===== src/rtl/fifo_pkg.sv =====
// Shared constants for the 16-deep, 4-bit synchronous FIFO and its consumers.
//   NIBBLE_W   : FIFO data width
//   FIFO_DEPTH : FIFO entry count
//   cnt_w()    : width of a counter that must hold 0..n inclusive
package fifo_pkg;

    localparam int NIBBLE_W   = 4;
    localparam int FIFO_DEPTH = 16;

    function automatic int cnt_w(input int n);
        return $clog2(n + 1);
    endfunction

endpackage


===== src/rtl/pack_out_reg.sv =====
// Output holding register for the nibble packer: one word on a valid/ready
// stream. A load is only requested when the register is free, so a held
// word is never overwritten.
//   clk, rst           : clock, synchronous active-high reset
//   load/load_data/cnt : new word to present from the next cycle
//   out_ready          : downstream accept
//   out_data/cnt/valid : presented word
//   out_free           : register can take a load on this edge
module pack_out_reg #(
    parameter int DW = 8
) (
    input  logic          clk,
    input  logic          rst,
    input  logic          load,
    input  logic [DW-1:0] load_data,
    input  logic [3:0]    load_cnt,
    input  logic          out_ready,
    output logic [DW-1:0] out_data,
    output logic [3:0]    out_cnt,
    output logic          out_valid,
    output logic          out_free
);

    logic [DW-1:0] data_q, data_d;
    logic [3:0]    cnt_q, cnt_d;
    logic          valid_q, valid_d;

    assign out_free  = !valid_q || out_ready;
    assign out_data  = data_q;
    assign out_cnt   = cnt_q;
    assign out_valid = valid_q;

    always_comb begin
        data_d  = data_q;
        cnt_d   = cnt_q;
        valid_d = valid_q;
        if (load) begin
            // Also covers a transfer and a new load on the same edge.
            data_d  = load_data;
            cnt_d   = load_cnt;
            valid_d = 1'b1;
        end else if (valid_q && out_ready) begin
            valid_d = 1'b0;
        end
    end

    always_ff @(posedge clk) begin
        if (rst) begin
            data_q  <= '0;
            cnt_q   <= '0;
            valid_q <= 1'b0;
        end else begin
            data_q  <= data_d;
            cnt_q   <= cnt_d;
            valid_q <= valid_d;
        end
    end

endmodule


===== src/rtl/fifo_nibble_packer.sv =====
// Read-side consumer of the 4-bit FIFO: pops nibbles while the FIFO is
// non-empty and packs NIBBLES of them (first nibble in the LSBs) into one
// word presented on a valid/ready stream.
//   clk, rst            : clock, synchronous active-high reset
//   fifo_empty          : FIFO empty flag
//   fifo_data           : FIFO read data, valid the cycle after a pop
//   rd_en               : pop request (pop on the same edge)
//   out_data/out_cnt    : packed word and its valid nibble count
//   out_valid/out_ready : output handshake
// Optional macro PACKER_FLUSH_EN: emit a partial word after FLUSH_CYCLES
// idle cycles with an empty FIFO.
module fifo_nibble_packer
    import fifo_pkg::*;
#(
    parameter int NIBBLES      = 2,
    parameter int FLUSH_CYCLES = 8
) (
    input  logic                        clk,
    input  logic                        rst,
    input  logic                        fifo_empty,
    input  logic [NIBBLE_W-1:0]         fifo_data,
    output logic                        rd_en,
    output logic [NIBBLE_W*NIBBLES-1:0] out_data,
    output logic [3:0]                  out_cnt,
    output logic                        out_valid,
    input  logic                        out_ready
);

    localparam int          DW      = NIBBLE_W * NIBBLES;
    localparam int          CW      = cnt_w(NIBBLES);
    localparam logic [CW:0] NIB_EXT = (CW+1)'(NIBBLES);

    if (NIBBLES < 2 || NIBBLES > 8 || FLUSH_CYCLES < 1) begin : g_bad_cfg
        $error("fifo_nibble_packer: NIBBLES must be 2..8 and FLUSH_CYCLES >= 1");
    end

    logic [DW-1:0] acc_q, acc_d, acc_wr;
    logic [CW-1:0] cap_cnt_q, cap_cnt_d;
    logic          inflight_q, inflight_d;
    logic          cap_last, cap_full;
    logic          out_free, load, flush_fire;
    logic [DW-1:0] load_data;
    logic [3:0]    load_cnt;

    assign cap_last = (cap_cnt_q == CW'(NIBBLES - 1));
    assign cap_full = (cap_cnt_q == CW'(NIBBLES));

    // Count the in-flight nibble so we never pop more than one word's worth.
    assign rd_en = !rst && !fifo_empty &&
                   (({1'b0, cap_cnt_q} + {{CW{1'b0}}, inflight_q}) < NIB_EXT);

`ifdef PACKER_FLUSH_EN
    localparam int FW = $clog2(FLUSH_CYCLES + 1);

    logic [FW-1:0] flush_cnt_q, flush_cnt_d;
    logic          flush_idle;

    assign flush_idle = (cap_cnt_q != '0) && !cap_full && !inflight_q &&
                        fifo_empty && out_free;
    assign flush_fire = flush_idle && (flush_cnt_q == FW'(FLUSH_CYCLES));

    always_comb begin
        flush_cnt_d = '0;
        if (flush_idle && !flush_fire) flush_cnt_d = flush_cnt_q + FW'(1);
    end

    always_ff @(posedge clk) begin
        if (rst) flush_cnt_q <= '0;
        else     flush_cnt_q <= flush_cnt_d;
    end
`else
    assign flush_fire = 1'b0;
`endif

    always_comb begin
        // Accumulator with the arriving nibble dropped into slot cap_cnt.
        acc_wr = acc_q;
        for (int i = 0; i < NIBBLES; i++) begin
            if (cap_cnt_q == CW'(i)) acc_wr[i*NIBBLE_W +: NIBBLE_W] = fifo_data;
        end

        acc_d      = acc_q;
        cap_cnt_d  = cap_cnt_q;
        inflight_d = rd_en;
        load       = 1'b0;
        load_data  = acc_wr;
        load_cnt   = 4'(NIBBLES);

        if (inflight_q) begin
            if (cap_last && out_free) begin
                // Completed word bypasses the accumulator straight to the output.
                load      = 1'b1;
                acc_d     = '0;
                cap_cnt_d = '0;
            end else begin
                // cap_cnt may reach NIBBLES here: full word parked, reads stop.
                acc_d     = acc_wr;
                cap_cnt_d = cap_cnt_q + CW'(1);
            end
        end else if (cap_full && out_free) begin
            load      = 1'b1;
            load_data = acc_q;
            acc_d     = '0;
            cap_cnt_d = '0;
        end else if (flush_fire) begin
            // Unfilled slots are already zero: acc is cleared on every emit.
            load      = 1'b1;
            load_data = acc_q;
            load_cnt  = 4'(cap_cnt_q);
            acc_d     = '0;
            cap_cnt_d = '0;
        end
    end

    always_ff @(posedge clk) begin
        if (rst) begin
            acc_q      <= '0;
            cap_cnt_q  <= '0;
            inflight_q <= 1'b0;
        end else begin
            acc_q      <= acc_d;
            cap_cnt_q  <= cap_cnt_d;
            inflight_q <= inflight_d;
        end
    end

    pack_out_reg #(
        .DW(DW)
    ) u_out (
        .clk      (clk),
        .rst      (rst),
        .load     (load),
        .load_data(load_data),
        .load_cnt (load_cnt),
        .out_ready(out_ready),
        .out_data (out_data),
        .out_cnt  (out_cnt),
        .out_valid(out_valid),
        .out_free (out_free)
    );

endmodule


===== config.mk =====
export PLATFORM = sky130hd
export DESIGN_NAME = fifo_nibble_packer
export DESIGN_NICKNAME = d
export VERILOG_FILES = /design/src/rtl/fifo_pkg.sv /design/src/rtl/pack_out_reg.sv /design/src/rtl/fifo_nibble_packer.sv
export SDC_FILE = /design/constraint.sdc
export NUM_CORES = 1
export LEC_CHECK = 0
export BUFFER_PORTS_ARGS = -buffer_cell sky130_fd_sc_hd__buf_2
export CORE_MARGIN = 3
export CORE_UTILIZATION = 45
export DETAILED_ROUTE_END_ITERATION = 10
export GPL_TIMING_DRIVEN = 0
export PLACE_DENSITY = 0.69
export SLEW_MARGIN = 30
export SYNTH_ARGS = -nofsm -noshare
export SYNTH_HDL_FRONTEND = slang
export SYNTH_SLANG_ARGS = --single-unit

===== constraint.sdc =====
create_clock -name clk -period 1.5 [get_ports clk]
set_input_delay 0.15 -clock clk [delete_from_list [all_inputs] [get_ports clk]]
set_output_delay 0.15 -clock clk [all_outputs]
set_load 0.01 [all_outputs]

== Yosys cells after proc, flatten, opt, wreduce, memory -nomap -nowiden ==
Cells that the tools add are included.
Word-level totals
  flip-flop bits (word level): 21
  bits in latches: 0
  bits in writable memories: 0
  memory bits (read-only): 0
  bits of input ports: 8
  word-level logic and storage cells: 38
  memories: 0
Operators by class
  add/sub/neg operators: 2
  multiply operators: 0
  div/mod/pow operators: 0
  $lt $le $gt $ge: 1
  equality and inequality tests: 2
  shift-type cells: 0
  muxes and demuxes: 15
  bitwise operators: 0
  reduce and logical (&&, ||, !) cells: 12
Operator list (count)
  8-bit 2-to-1 mux: 5
  4-bit 2-to-1 mux: 2
  2-bit 2-to-1 mux: 3
  1-bit logical AND: 5
  1-bit 2-to-1 mux: 5
  2-bit nonzero test: 2
  2-bit by 1-bit adder with 3-bit output: 1
  1-bit logical NOT: 3
  3-bit by 2-bit < comparator with 1-bit output, second input constant: 1
  2-bit by 1-bit adder with 2-bit output, second input constant: 1
  2-bit by 1-bit == test with 1-bit output, second input constant: 1
  2-bit == test, second input constant: 1
  2-bit logical NOT: 1
  1-bit logical OR: 1

== Depth between registers and ports, before layout ==
  depth after elaboration: 6
  mapped depth: 5
  gate-level depth less buffers: 3

== Modules after synthesis ==
Synthesis repeated with hierarchy kept, for this count alone.
Second synthesis, totals
  cell total of the unflattened synthesis: 111
  area, all modules: 1111.1 um^2
By module, submodules not included
  fifo_nibble_packer: instances 1, cells each 68, area an instance 634.4 um^2, seq. area each 220.2 um^2
  pack_out_reg: instances 1, cells each 43, area an instance 476.7 um^2, seq. area each 260.2 um^2

== Worst setup path after synthesis ==
Ideal clock, no wire load.
  kind: register to register
  start: register cap_cnt_q[0]
  end: register u_out.data_q[4], in the netlist u_out.out_data[4]
  setup time: 0.103 ns
  arrival time: 1.470 ns
  required time: 1.397 ns
  path slack: -0.073 ns
  cell stages (with the launch flop): 6
  path buffers: 2
  clock period less this slack: 1.573 ns
  cells stage by stage: dfxtp_1 buf_6 or3b_1 buf_6 a21o_4 a2111oi_2
On the way
  longest elaborated chain between the ends: 4
  elaborated cells between the ends (all ways): 10
Ends and longest elaborated chain
  from (decl): line fifo_nibble_packer.sv:38  | logic [CW-1:0] cap_cnt_q, cap_cnt_d;
  from (signal assigned): line fifo_nibble_packer.sv:122  | cap_cnt_q <= cap_cnt_d;
  2-bit by 1-bit == test with 1-bit output / 2-bit == test (equally long branches): line fifo_nibble_packer.sv:45, fifo_nibble_packer.sv:79, fifo_nibble_packer.sv:46
  4-bit 2-to-1 mux (tied with other cells): line fifo_nibble_packer.sv:79  | if (cap_cnt_q == CW'(i)) acc_wr[i*NIBBLE_W +: NIBBLE_W] = fifo_data;
  8-bit 2-to-1 mux (tied with other cells): line fifo_nibble_packer.sv:100  | end else if (cap_full && out_free) begin
  8-bit 2-to-1 mux / 1-bit 2-to-1 mux (equally long branches): line fifo_nibble_packer.sv:89  | if (inflight_q) begin
  to (signal assigned): line pack_out_reg.sv:53  | data_q <= data_d;
  to (decl): line pack_out_reg.sv:24  | logic [DW-1:0] data_q, data_d;
Several ways; a longest one is shown, not always the timed one.
A chain may end at the register's enable or synchronous reset.

== Worst setup path after layout ==
  start: register cap_cnt_q[0]
  end: register u_out.data_q[5], in the netlist u_out.out_data[5]
The elaborated chain is that of the path after synthesis.

==> flow_results.org <==
** Run status
- The flow ran to the end, and the final reports show no timing, DRC or antenna violations.

** Timing
- For the finished layout, the period the worst path requires is 1.47 ns.
- Setup repair after global routing missed its margin :: yes
- Hold violation total from the final report :: 0
- Static timing analysis puts the maximum clock frequency at between 600 and 700 MHz.
- Dividing the final minimum period by the clock period gives 97.9%.
- In this run the tightest slew margin relative to its limit is a little under half.
- Hold_ws :: 0.0128 ns
- The number of max-slew violations in the final report is 0.
- Final count of negative-setup-slack endpoints :: 0
- Worst clock skew :: 0.00761 ns
- At the pin with the least slew margin, the transition time is approximately 0.8 ns.
- Worst setup margin :: 0.0309 ns

** Route
- Before antenna repair, the detailed router went through 4 iterations.
- After detailed routing, the total wire length is 1.98 mm.
- In this run the remaining antenna-violating nets after routing total 0.
- Routed via count :: between 700 and 800
- The detailed router finished its first iteration with 9 violations.
- Post-DR wirelength/cell :: 12.7 µm
- For this run, design rule violations remaining after detail routing come to 0.
- In the routed layout, each cell is associated on average with a via count of ~5.0.

** Setup path
- Cell-by-cell trace of the critical path :: or3b_4, a21o_4, a2111oi_4
- For this run, the slowest stage of the critical path takes ~0.45 ns.
- Nature of the critical path endpoint :: flop
- The worst setup path is launched from a flop.
- The critical path in this run is classified as reg -> reg.
- Highest net fanout along the worst path :: 5
- At the worst endpoint, the arrival time is 1.69 ns.
- Reg2reg setup slack :: 0.03 ns
- Slowest cell on the critical path :: sky130_fd_sc_hd__or3b_4
- Buffering stage count on the worst path with inverters included :: 0
- Worst r2r dst :: u_out.out_data[5]$_SDFFE_PP0P_
- Required time of the critical path :: 1.72 ns
- Top Family by Delay on Critical Path :: compound AO/OA/AOI/OAI gates
- Launching element of the worst setup path :: cap_cnt_q[0]$_SDFFE_PP0P_
- Worst R2R Start :: cap_cnt_q[0]$_SDFFE_PP0P_
- For the worst flop-to-flop path, the logic depth is 3.

** GRT
- Wire length of the first global-routing pass :: 3.33 mm
- Entering global routing, the biggest net connects 13 pins.
- Remaining global-route overflow :: 0
- The number of global-route vias before repair was 766.
- In the global route stage, overall resource usage came out at 16.8%.
- Number of antenna violations at the first check in global routing :: 0

** Synth
- Library cell with the largest summed area after synthesis :: sky130_fd_sc_hd__dfxtp_1
- Counting every instance in the synthesized netlist gives 98.
- After synthesis, the share of flip-flops with an asynchronous set or reset is 0%.
- The top cell type by area accounts for 43.9% of the synthesized area.
- Main synth FF type :: sky130_fd_sc_hd__dfxtp_1
- During synthesis, Yosys emitted a total of 0 warnings.
- Summed instance area of the synthesized netlist :: 958 µm²
- Share of the yosys chip area belonging to registers :: 43.9%
- Number of register bits inferred by synthesis :: 21
- Yosys mapped the design onto 26 distinct sky130hd cell types.
- Number of enable flip-flop cells after synthesis :: 0
- The commonest cells after synthesis are sky130_fd_sc_hd__dfxtp_1, sky130_fd_sc_hd__nor3_1, sky130_fd_sc_hd__mux2i_1, sky130_fd_sc_hd__nand2b_1, sky130_fd_sc_hd__a21oi_1.
- Yosys attributes the largest share of cell area to sky130_fd_sc_hd__dfxtp_1, sky130_fd_sc_hd__mux2i_1, sky130_fd_sc_hd__nor3_1.
- Most frequent cell after synthesis :: sky130_fd_sc_hd__dfxtp_1
- In this run the mean area of a mapped cell was 9.78 µm².

** Placement
- At the end of routability-driven placement, the weighted congestion stood at 0.763.
- Total half-perimeter wirelength after legalization and detailed placement :: 1.31 mm
- Input and output buffers added on the ports amount to 18.
- In this run the cell area measured after placement is between 0.001 and 0.0015 mm².
- Prior to clock tree synthesis, the placed netlist has a worst setup slack of -0.170 ns.
- Including well taps, the total number of placed cells is roughly 150.

** Clock network
- CTS tree :: yes
- The longest clock path from root to sink contains 2 buffers.
- CTS clk-pin slew, worst paths :: between 0.1 and 0.15 ns
- H-tree depth reported by CTS :: 1
- Clock buffers created by TritonCTS :: 3
- Clock latency on the worst-skew pair :: 0.31 ns
- Number of sinks driven by the clock tree :: 21
- Count of hold-fix buffers inserted at cts :: 0
- CTS placed an instance of sky130_fd_sc_hd__clkbuf_4 at the clock tree root.

** Layout
- Antenna diode count :: 0
- Non-filler instance count after layout :: 156
- Of the cells placed in the final design, the portion with a size suffix greater than 1 is 37.2%.
- The filler cells instantiated in the layout total 156.
- Once layout is complete, the utilization of the core stands at 63.8%.
- The net count of the finished layout is 138.
- Summing all multi-input logic gate instances after layout gives 529 µm².
- Compared with the post-synthesis result, the final layout area differs by 32.0%.
- Once layout is done, the placed cells without fillers occupy around 0.0013 mm².
- Footprint of the flip-flops and latches :: 432 µm²

** Floorplan
- After floorplanning, the core was sized to cover 0.00198 mm².
- The floorplan step defined a die boundary enclosing 0.00272 mm².
- The die is ~52 µm tall.
- Measured along the x axis, the die boundary spans 52.2 µm.
- # IOs :: 22
- Starting Density :: 48.4%
- Row Count :: 16

** Power and ir drop
- Across the VDD grid, the largest voltage drop is 641 µV.
- Power Dens Cells :: 785 mW/mm²
- Static leakage :: approximately 0.49 nW

** Worst hold path
- Min-Delay Path Class :: in -> reg
- Hold Crit Endpoint :: inflight_q$_SDFF_PP0_
- Counting instances, the worst hold path has a depth of 2.
- In this run the most critical hold path is launched from fifo_empty.

** Job
- The tool flagged a number of max-cap violations equal to 0.
==> routing by layer <==
metal	vias up	global-route usage [%]	wire length [µm]
met4	0	10.2	42
met5	-	0	0
met3	4	2.87	83
met2	15	26.8	964
met1	355	20.9	893
li1	409	-	-
==> metrics by stage <==
stage | power (mW) | setup TNS, ns
floorplan | 0.671 | -0.0632
CTS | 0.989 | -0.00135
finish | 0.993 | 0
detailed placement | 0.707 | -2.06
global placement | 0.703 | -1.49
global route | 1.04 | -0.0798
==> worst register-to-register path, cell delays in order (launching register included) <==
cell and delay, ns:
sky130_fd_sc_hd__dfxtp_4 0.37, sky130_fd_sc_hd__or3b_4 0.45, sky130_fd_sc_hd__a21o_4 0.28, sky130_fd_sc_hd__a2111oi_4 0.30
==> sequential cells by signal, indices dropped and copies added, names as in the netlist <==
register,cells
u_out.out_cnt,1
u_out.out_data,8
acc_q,8
inflight_q,1
cap_cnt_q,2
u_out.out_valid,1
==> report_power, final <==
part           switching (mW)  total [mW]  internal [mW]
sequential            0.00998       0.582          0.572
combinational          0.0681       0.133         0.0648
clock                   0.178       0.278         0.0997
total                   0.256       0.993          0.736
==> kinds of logic (layout without fill, tap and decap cells) <==
| group | count (synthesis) | after routing | share of synthesized area (%) |
|---|---|---|---|
| simple gates | 32 | 32 | 20.0 |
| flops | 21 | 21 | 43.9 |
| compound gates | 20 | 20 | 17.9 |
| buf+inv | 15 | 44 | 8.62 |
| mux | 8 | 8 | 8.36 |
| other cells | 1 | 3 | 0.391 |
| xor+xnor | 1 | 1 | 0.914 |
==> placed cells by master (no fill, tap or decap), types with 4 or more instances in the layout <==
master / n
sky130_fd_sc_hd__inv_1: 6
sky130_fd_sc_hd__a2111oi_4: 4
sky130_fd_sc_hd__clkbuf_4: 4
sky130_fd_sc_hd__mux2i_1: 8
sky130_fd_sc_hd__nor3_1: 11
sky130_fd_sc_hd__dfxtp_1: 18
sky130_fd_sc_hd__a21oi_1: 7
sky130_fd_sc_hd__nand3_1: 4
sky130_fd_sc_hd__buf_4: 9
sky130_fd_sc_hd__o211ai_1: 4
sky130_fd_sc_hd__buf_2: 19
sky130_fd_sc_hd__nand2b_1: 8
==> cell type report <==
cell class | instances | area share, %
buffer | 7 | 3.36
timing repair buffer | 27 | 14.0
tap | 27 | 2.67
inverter | 6 | 1.78
multi-input combinational | 64 | 41.8
clock buffer | 3 | 1.78
sequential | 21 | 34.1
clock inverter | 1 | 0.396
==> timing repair <==
action	in CTS	in global routing
endpoints found under the setup margin	18	12
endpoints found under the hold margin	0	0
pin swaps	4	0
cloned	0	0
setup buffers	9	0
resized for setup	11	9
==> worst max path at each step <==
| stage | endpoint | slack, ns | cells after the start |
|---|---|---|---|
| finish | u_out.out_data[5]$_SDFFE_PP0P_ | 0.03 | 3 |
| global route | u_out.out_data[5]$_SDFFE_PP0P_ | -0.03 | 3 |
| CTS | u_out.out_data[4]$_SDFFE_PP0P_ | -0.001 | 4 |
| detailed placement | u_out.out_data[2]$_SDFFE_PP0P_ | -0.17 | 4 |
| global placement | u_out.out_data[3]$_SDFFE_PP0P_ | -0.14 | 4 |
| floorplan | u_out.out_data[4]$_SDFFE_PP0P_ | -0.008 | 5 |
Note: power is estimated with default switching activity, not from simulation.
